[config.mk]
export PLATFORM = sky130hd
export DESIGN_NAME = micro_sequencer
export DESIGN_NICKNAME = d
export VERILOG_FILES = /design/src/rtl/micro_pkg.sv /design/src/rtl/micro_dispatch_table.sv /design/src/rtl/micro_sequencer.sv
export SDC_FILE = /design/constraint.sdc
export NUM_CORES = 1
export LEC_CHECK = 0
export BUFFER_PORTS_ARGS = -buffer_cell sky130_fd_sc_hd__buf_4
export CORE_ASPECT_RATIO = 1.5
export CORE_MARGIN = 10
export CORE_UTILIZATION = 30
export CTS_CLUSTER_SIZE = 16
export DETAILED_ROUTE_END_ITERATION = 8
export HOLD_SLACK_MARGIN = 0.15
export PLACE_DENSITY = 0.48
export SYNTH_ARGS = -nofsm -noshare
export SYNTH_HDL_FRONTEND = slang
export SYNTH_SLANG_ARGS = --single-unit
[constraint.sdc]
create_clock -name clk -period 4.7 [get_ports clk]
set_clock_uncertainty 0.05 [all_clocks]
set_input_delay 1.175 -clock clk [delete_from_list [all_inputs] [get_ports clk]]
set_output_delay 1.175 -clock clk [all_outputs]
set_load 0.005 [all_outputs]
[src/rtl/micro_pkg.sv]
// rtl/micro_pkg.sv - shared types and helpers for the micro-sequencer
// Purpose: write-select encoding, reserved next-address codes and
//          control-word field slicing shared by the sequencer files.
// Ports:   none (package).
package micro_pkg;

  // Write-select encoding; 2'b11 is accepted on the bus but ignored.
  typedef enum logic [1:0] {
    WS_STORE = 2'b00,
    WS_DISP0 = 2'b01,
    WS_DISP1 = 2'b10
  } wr_sel_e;

  // Widest control word the slice helpers handle (CTRL_W + ADDR_W).
  localparam int WORD_MAX_W = 64;

  // Reserved next-address codes: all-ones dispatches through table 0,
  // all-ones-minus-one through table 1.
  function automatic int next_disp0(input int addr_w);
    return (1 << addr_w) - 1;
  endfunction

  function automatic int next_disp1(input int addr_w);
    return (1 << addr_w) - 2;
  endfunction

  // Word layout is {ctrl, next}; callers truncate to the real field width.
  function automatic logic [WORD_MAX_W-1:0] word_next(input logic [WORD_MAX_W-1:0] w,
                                                      input int addr_w);
    return w & ((64'd1 << addr_w) - 64'd1);
  endfunction

  function automatic logic [WORD_MAX_W-1:0] word_ctrl(input logic [WORD_MAX_W-1:0] w,
                                                      input int addr_w);
    return w >> addr_w;
  endfunction

endpackage

[src/rtl/micro_dispatch_table.sv]
// rtl/micro_dispatch_table.sv - opcode dispatch table for the micro-sequencer
// Purpose: 2**OP_W entries of {valid, target}; synchronous write,
//          combinational read, valid bits cleared by reset.
// Ports:   clk_i, reset_i      clock, synchronous active-high reset
//          wr_en_i, wr_idx_i   write strobe and entry index
//          wr_data_i           {valid, target}
//          rd_idx_i            read index
//          rd_valid_o          valid bit of the addressed entry
//          rd_target_o         target of the addressed entry
module micro_dispatch_table #(
  parameter int ADDR_W = 5,
  parameter int OP_W   = 4
) (
  input  logic              clk_i,
  input  logic              reset_i,
  input  logic              wr_en_i,
  input  logic [OP_W-1:0]   wr_idx_i,
  input  logic [ADDR_W:0]   wr_data_i,
  input  logic [OP_W-1:0]   rd_idx_i,
  output logic              rd_valid_o,
  output logic [ADDR_W-1:0] rd_target_o
);

  localparam int ENTRIES = 2 ** OP_W;

  logic              valid_q  [ENTRIES];
  logic [ADDR_W-1:0] target_q [ENTRIES];

  // Targets need no reset: they are only consumed when the valid bit is set.
  always_ff @(posedge clk_i) begin
    if (reset_i) begin
      for (int i = 0; i < ENTRIES; i++) begin
        valid_q[i] <= 1'b0;
      end
    end else if (wr_en_i) begin
      valid_q[wr_idx_i]  <= wr_data_i[ADDR_W];
      target_q[wr_idx_i] <= wr_data_i[ADDR_W-1:0];
    end
  end

  // Read sees pre-edge contents, so a same-cycle write is not forwarded.
  assign rd_valid_o  = valid_q[rd_idx_i];
  assign rd_target_o = target_q[rd_idx_i];

endmodule

[src/rtl/micro_sequencer.sv]
// rtl/micro_sequencer.sv - writable-control-store micro-sequencer
// Purpose: registered micro-PC stepping through a writable control store,
//          with two opcode dispatch tables, stall hold and an illegal
//          dispatch trap.
// Ports:   clk, reset     clock, synchronous active-high reset
//          stall          hold the micro-PC this cycle
//          op_idx         dispatch index from decode
//          wr_en, wr_sel  write strobe and target (store / disp0 / disp1)
//          wr_adr         write address (dispatch uses low OP_W bits)
//          wr_data        store word or {valid, target}
//          ctrl           control field of store[upc]
//          upc            current micro-PC
//          trap           one-cycle pulse when an invalid dispatch lands
module micro_sequencer
  import micro_pkg::*;
#(
  parameter int ADDR_W    = 5,
  parameter int CTRL_W    = 15,
  parameter int OP_W      = 4,
  parameter int RESET_ADR = 0,
  parameter int TRAP_ADR  = 2 ** ADDR_W - 3
) (
  input  logic                     clk,
  input  logic                     reset,
  input  logic                     stall,
  input  logic [OP_W-1:0]          op_idx,
  input  logic                     wr_en,
  input  logic [1:0]               wr_sel,
  input  logic [ADDR_W-1:0]        wr_adr,
  input  logic [CTRL_W+ADDR_W-1:0] wr_data,
  output logic [CTRL_W-1:0]        ctrl,
  output logic [ADDR_W-1:0]        upc,
  output logic                     trap
);

  localparam int WORD_W = CTRL_W + ADDR_W;
  localparam int DEPTH  = 2 ** ADDR_W;

  localparam logic [ADDR_W-1:0] NEXT_DISP0 = ADDR_W'(next_disp0(ADDR_W));
  localparam logic [ADDR_W-1:0] NEXT_DISP1 = ADDR_W'(next_disp1(ADDR_W));
  localparam logic [ADDR_W-1:0] RESET_UPC  = ADDR_W'(RESET_ADR);
  localparam logic [ADDR_W-1:0] TRAP_UPC   = ADDR_W'(TRAP_ADR);

  logic [WORD_W-1:0] store_q [DEPTH];
  logic [ADDR_W-1:0] upc_q, upc_d;
  logic              trap_q, trap_d;

  logic [WORD_W-1:0] cur_word;
  logic [ADDR_W-1:0] cur_next;

  logic              d0_valid, d1_valid;
  logic [ADDR_W-1:0] d0_target, d1_target;

  logic              d0_wr_en, d1_wr_en;

  // Control store: whole array cleared on reset so next=0 parks on RESET_ADR.
  always_ff @(posedge clk) begin
    if (reset) begin
      for (int i = 0; i < DEPTH; i++) begin
        store_q[i] <= '0;
      end
    end else if (wr_en && (wr_sel == WS_STORE)) begin
      store_q[wr_adr] <= wr_data;
    end
  end

  assign d0_wr_en = wr_en && (wr_sel == WS_DISP0);
  assign d1_wr_en = wr_en && (wr_sel == WS_DISP1);

  micro_dispatch_table #(
    .ADDR_W (ADDR_W),
    .OP_W   (OP_W)
  ) u_disp0 (
    .clk_i       (clk),
    .reset_i     (reset),
    .wr_en_i     (d0_wr_en),
    .wr_idx_i    (wr_adr[OP_W-1:0]),
    .wr_data_i   (wr_data[ADDR_W:0]),
    .rd_idx_i    (op_idx),
    .rd_valid_o  (d0_valid),
    .rd_target_o (d0_target)
  );

  micro_dispatch_table #(
    .ADDR_W (ADDR_W),
    .OP_W   (OP_W)
  ) u_disp1 (
    .clk_i       (clk),
    .reset_i     (reset),
    .wr_en_i     (d1_wr_en),
    .wr_idx_i    (wr_adr[OP_W-1:0]),
    .wr_data_i   (wr_data[ADDR_W:0]),
    .rd_idx_i    (op_idx),
    .rd_valid_o  (d1_valid),
    .rd_target_o (d1_target)
  );

  // Combinational read from the registered uPC keeps ROM-equivalent timing.
  assign cur_word = store_q[upc_q];
  assign cur_next = ADDR_W'(word_next(WORD_MAX_W'(cur_word), ADDR_W));
  assign ctrl     = CTRL_W'(word_ctrl(WORD_MAX_W'(cur_word), ADDR_W));

  always_comb begin
    upc_d  = cur_next;
    trap_d = 1'b0;
    if (cur_next == NEXT_DISP0) begin
      if (d0_valid) begin
        upc_d = d0_target;
      end else begin
        upc_d  = TRAP_UPC;
        trap_d = 1'b1;
      end
    end else if (cur_next == NEXT_DISP1) begin
      if (d1_valid) begin
        upc_d = d1_target;
      end else begin
        upc_d  = TRAP_UPC;
        trap_d = 1'b1;
      end
    end
  end

  // trap is registered alongside upc so it pulses in the cycle TRAP_ADR appears.
  always_ff @(posedge clk) begin
    if (reset) begin
      upc_q  <= RESET_UPC;
      trap_q <= 1'b0;
    end else if (stall) begin
      trap_q <= 1'b0;
    end else begin
      upc_q  <= upc_d;
      trap_q <= trap_d;
    end
  end

  assign upc  = upc_q;
  assign trap = trap_q;

endmodule

==> results.toml, run 1 <==
[logic_synthesis]
synthFlopType = "edfxtp_1"
synth-seq-area-share = 0.675
synth_nets = 2244
synth_edf_count = 832
syn_inst = 2209
synth-simple-area-share = 0.129
synth.distinct_cells = 33
syn_avg_cell_area_um2 = 16.9
synthMuxAreaShare = 0.163
yosysMostFrequentCell = "edfxtp_1"
netlist_area_um2 = 37300
synth_area_leaders = "edfxtp_1 (67%), mux4_2 (16%), and2_1 (11%)"
synth_xor_area_frac = 0
synthAdderAreaFrac = 0
yosys.area.top_type = "edfxtp_1"
ys_warn_count = 0
synth_commonest_cells = "edfxtp_1 (832), and2_1 (664), mux4_2 (260), clkbuf_1 (181), nor2_1 (56)"
synth_top_family_by_area = "multiplexers"
yosys.area.top_type_share = 0.669
synthArstFlopShare = 0
synth-seq-cells = 843
synth_compound_area_frac = 0.00955

[outcome]
status = "finished, final reports clean"

[finish]
fillers = 11500
multi_input_area_um2 = 11400
nNetsFinal = 2259
drive_above_1_share = 0.262
seq_area_um2 = 25200
area_delta_synth_final_pct = 14.6

[clocking]
cts_sinks = 843
numCtsBuffers = 86
clkTransAtPathRegs_ns = 0.06
clockRootBuffer = "clkbuf_16"
htreeDepth = 3
cts_resized = 0
cts_max_path_buffers = 3
cts_tree = "built"
worstSkewPairLatency_ns = 0.69

[worst_setup_path]
end_kind = "output pin"
r2r_end = "upc[0]"
critPathMaxFanout = 40
rrSetupSlack_ns = 0.63
reg2reg_depth = 7
criticalPathCategory = "reg2out"
cp_common_cell = "mux4_2"
start_kind = "flip-flop"
crit_end = "ctrl[0]"
cp.required_ns = 3.47
cp_slowest_cell = "dfxtp_4"
cp.arrival_ns = 3.36
slowest_delay_ns = 0.78
worstPathCellList = "buf_12 -> mux4_2 -> mux4_2 -> mux2_2 -> buf_4"

[pwr]
power.density_nw_per_um2 = 486
internal-power_mw = 15.1
comb_power_share = 0.222
report.power.total_mw = 20.8
vdd_drop_max_v = 0.000305
p_leak_nw = 14.0
seq_power_share = 0.425
pwr-share-clk = 0.353
sw_frac_of_total = 0.274
switching_power_mw = 5.69

[floorplan]
die_y_um = 452
initial_utilization = 0.302
core_um2 = 124000
die-area_um2 = 139000
rows = 158
ios = 56
fp.dieW_um = 308

[grt]
met1_usage = 0.178
grt_max_degree = 65
grt_use_met2 = 0.281
antenna_found_initial = 8
grt_use_total = 0.155
top_usage_layer = "met2"
grt_pass1_wl_um = 153000
use_met3 = 0.0236
grt_pass1_vias = 20800
grt_overflow = 0

[timing]
hold_ws_ns = 0.526
worstMarginPinSlew_ns = 1.01
setup_tns_ns = 0
rsz0062_at_grt = "no"
setup-violations-final = 0
slew_violations = 0
hold_viol = 0
relSlewSlack = 0.325
fmax_ghz = 0.218
period_needed_ns = 4.59
min_period_over_period = 0.976

[routing]
wl_per_cell_um = 27.6
postRouteAntennaNets = 0
routed_via_density = 4.96
drtIter0Drc = 1783
via_count = 19300
detail_route.first_pass.iterations = 5
drt_wl_total_um = 108000
drcViolationCount = 0

[placed_design]
portBuffers = 55
gp_congestion = 0.767
dpl.hpwl_um = 64000

[hold_path]
hp-class = "reg2reg"
hold-path-cell-count = 2

[job]
drv_cap = 0
==> layout by cell type, fill, tap and decap left out, drive strengths merged, types with 15 or more instances in the layout <==
cell type and instances:
nand2 23, o21ai 56, mux4 260, mux2 16, bufinv 15, and2 664, clkinv 32, nor2 56
buf 140, clkbuf 105, nor3 21, edfxtp 832
==> how the worst min path moves through the flow <==
stage / to / from / slack (ns)
2_1_floorplan: flip-flop / upc[4] / 0.41
3_3_place_gp: flip-flop / upc[3] / 0.52
3_5_place_dp: flip-flop / upc[3] / 0.51
4_1_cts: flip-flop / upc[3] / 0.53
5_1_grt: flip-flop / upc[3] / 0.55
6_report: flip-flop / upc[3] / 0.53
==> metrics by stage <==
stage | setup WS, ns | instance area (um2) | std cells | utilization
finish | 0.114 | 42800 | 3898 | 0.346
global route | 0.0468 | 42800 | 3897 | 0.346
CTS | 0.0200 | 42700 | 3891 | 0.346
detailed placement | 0.452 | 39700 | 3731 | 0.322
global placement | 0.419 | 39700 | 3731 | 0.322
floorplan | 0.669 | 37300 | 2209 | -
==> registers in the layout, indices dropped and copies added (netlist names), named ones only <==
signal	cells
store_q	640
u_disp0.target_q	80
u_disp1.target_q	80
u_disp0.valid_q	16
u_disp1.valid_q	16
upc	5
trap	1
==> power groups by stage <==
stage | logic [mW] | clock network (mW) | registers, mW
2_1_floorplan | 2.88 | 0 | 8.81
3_3_place_gp | 4.61 | 0 | 9.00
3_5_place_dp | 4.63 | 0 | 9.02
4_1_cts | 4.64 | 7.51 | 8.86
5_1_grt | 4.80 | 7.80 | 8.86
6_report | 4.61 | 7.35 | 8.83
==> cells by family (layout without fill, tap and decap cells) <==
kind of cell           count (synthesis)  in the layout
flip-flops                           843            843
AND/OR/NAND/NOR                      806            806
multiplexers                         280            280
buffers and inverters                216            303
AO/OA/AOI/OAI                         64             64
other                                  0              2
==> critical path, delay by kind of cell (launching register included) <==
family,cells,cell delay (ns)
multiplexers,3,1.32
flip-flops,1,0.78
buffers and inverters,2,0.50
==> final cells by class <==
type                       count  area share
clock inverter                55      0.0171
inverter                       3    0.000263
sequential                   843       0.589
multi-input combinational   1150       0.266
timing repair buffer         140      0.0269
tap                         1600      0.0468
antenna                        2    0.000117
clock buffer                 105      0.0532
==> metal layers <==
| metal | vias to the layer above | routed length, um | share of wire |
|---|---|---|---|
| li1 | 8344 | - | - |
| met1 | 10200 | 40600 | 0.38 |
| met2 | 582 | 57400 | 0.53 |
| met3 | 176 | 5320 | 0.049 |
| met4 | 6 | 4360 | 0.040 |
| met5 | - | 41 | 0.00038 |
==> timing repair <==
item	CTS	global route
setup endpoints to repair	0	3
hold buffers	0	0
buffers inserted	0	5
(Power assumes the default switching activity.)
==> inputs of run 2 (changes only) <==
- SYNTH_HIERARCHICAL: default -> 1
==> results.toml, run 2 <==
[clocking]
cts_resized = 0
cts_setup_buffers = 1
cts_hold_buf = 0
htreeDepth = 3
cts_tree = "built"
worstSkewPairLatency_ns = 0.71
cts_sinks = 843
cts_max_path_buffers = 3
clockRootBuffer = "clkbuf_16"
clkTransAtPathRegs_ns = 0.06
numCtsBuffers = 90

[finish]
drive_above_1_share = 0.237
nNetsFinal = 2345
area_delta_synth_final_pct = 14.1
final_common_cell = "edfxtp_1"
final_cell_mix = "edfxtp_1 (832), and2_1 (675), mux4_2 (207), buf_4 (143), clkbuf_16 (91)"
largest-register = "store_q"
reg.largest.list = "store_q (640), u_disp0/target_q (80), u_disp1/target_q (80)"
largest_reg_flops = 640
fillers = 11800

[routing]
drt_wl_total_um = 111000
wl_per_cell_um = 27.7
drcViolationCount = 0
detail_route.first_pass.iterations = 8
via_count = 20100
routed_via_density = 5.02
drtIter0Drc = 1705
postRouteAntennaNets = 0

[logic_synthesis]
syn_inst = 2270
synth_nets = 2305
synth.distinct_cells = 50
synth_compound_area_frac = 0.0150
synth_xor_area_frac = 0
synth-seq-cells = 843
synthMuxAreaShare = 0.156
yosys.area.top_type = "edfxtp_1"
synth_area_leaders = "edfxtp_1 (66%), mux4_2 (12%), and2_1 (11%)"
synth-simple-area-share = 0.136
yosys.area.top_type_share = 0.662
synthArstFlopShare = 0
synth-seq-area-share = 0.668
ys_warn_count = 6
syn_avg_cell_area_um2 = 16.6
synth_edf_count = 832
synth_commonest_cells = "edfxtp_1 (832), and2_1 (675), mux4_2 (207), clkbuf_1 (163), nor2_1 (66)"
synthFlopType = "edfxtp_1"
synth_top_family_by_area = "multiplexers"
yosysMostFrequentCell = "edfxtp_1"
synthAdderAreaFrac = 0
netlist_area_um2 = 37800

[pwr]
sw_frac_of_total = 0.275
comb_power_share = 0.203
report.power.total_mw = 19.7
power.density_nw_per_um2 = 458
vdd_drop_max_v = 0.000336
p_leak_nw = 14.3
seq_power_share = 0.450
switching_power_mw = 5.43
internal-power_mw = 14.3
pwr-share-clk = 0.348

[worst_setup_path]
cp.required_ns = 3.47
critPathMaxFanout = 32
criticalPathCategory = "reg2out"
cp.arrival_ns = 3.26
start_kind = "flip-flop"
end_kind = "output pin"

[floorplan]
die-area_um2 = 141000
initial_utilization = 0.302
die_y_um = 454
core_um2 = 125000
fp.dieW_um = 310
rows = 159
ios = 56

[job]
drv_cap = 0

[placed_design]
dpl.hpwl_um = 64800
gp_congestion = 0.760
portBuffers = 55
dp_slack_ns = 0.742

[grt]
grt_pass1_wl_um = 157000
grt_overflow = 0
grt_use_total = 0.157
grt_max_degree = 85
grt_pass1_vias = 21500
antenna_found_initial = 7

[timing]
worst_slack_ns = 0.214
period_needed_ns = 4.49
worstMarginPinSlew_ns = 1.14
min_period_over_period = 0.954
relSlewSlack = 0.233
fmax_ghz = 0.223
setup_tns_ns = 0
slew_violations = 0
hold_viol = 0
rsz0062_at_grt = "no"
setup-violations-final = 0

[hold_path]
hp-class = "reg2reg"

[outcome]
status = "finished, final reports clean"
run 2: changes by cell type after synthesis, moves of 18 or more:
cell      before  now
mux4_2       260  207
a22oi_1        0   32
mux4_1         0   31
o21ai_0       54   35
clkbuf_1     181  163
or2_2         14   32
run 2: stage by stage:
stage / instance area [um2] / std cells / hold slack, ns / util
2_1_floorplan: 37800 / 2270 / 0.481 / -
3_3_place_gp: 40200 / 3827 / 0.512 / 0.321
4_1_cts: 43000 / 3990 / 0.548 / 0.344
5_1_grt: 43100 / 3991 / 0.582 / 0.344
6_report: 43100 / 3994 / 0.561 / 0.344
3_5_place_dp: 40200 / 3827 / 0.527 / 0.321
run 2: power by group through the flow:
stage	Combinational, mW	Sequential (mW)	Clock, mW
6_report	4.00	8.87	6.86
5_1_grt	4.20	8.92	7.31
3_5_place_dp	4.04	9.05	0
2_1_floorplan	2.55	8.82	0
3_3_place_gp	4.02	9.04	0
4_1_cts	4.08	8.88	7.04
run 2: critical path: stages, from the launching register on:
cell,delay [ns]
dfxtp_4,0.59
buf_12,0.33
mux4_2,0.55
mux4_2,0.62
mux2_2,0.31
buf_4,0.14
run 2: routing by layer:
layer	wire length, um	vias up	global-route usage
met5	9	-	0
met4	3910	2	0.0619
met3	4780	164	0.0220
met2	58600	524	0.283
met1	43400	10700	0.186
li1	-	8638	-
run 2: kinds of logic after synthesis:
group | count (synthesis)
AND/OR/NAND/NOR | 848
flip-flops | 843
multiplexers | 277
buffers and inverters | 215
AO/OA/AOI/OAI | 87
run 2: area by class of cell:
type	instances	area, um2	area share
clock buffers	118	2390	0.0555
clock inverters	44	419	0.00973
multi-input cells	1212	11700	0.272
repair buffers	152	1250	0.0290
flip-flops and latches	843	25200	0.586
well taps	1610	2010	0.0468
inverters	11	41.3	0.000959
diodes	4	10.0	0.000232
run 2: path summary, 6_finish.rpt:
path / cells after the start / to / slack, ns / start
setup reg to reg: 7 / upc[0] / 0.97 / flip-flop
hold reg to reg: 2 / upc[4] / 0.56 / upc[4]
setup / recovery: 5 / ctrl[6] / 0.21 / flip-flop
hold / removal: 2 / upc[4] / 0.56 / upc[4]
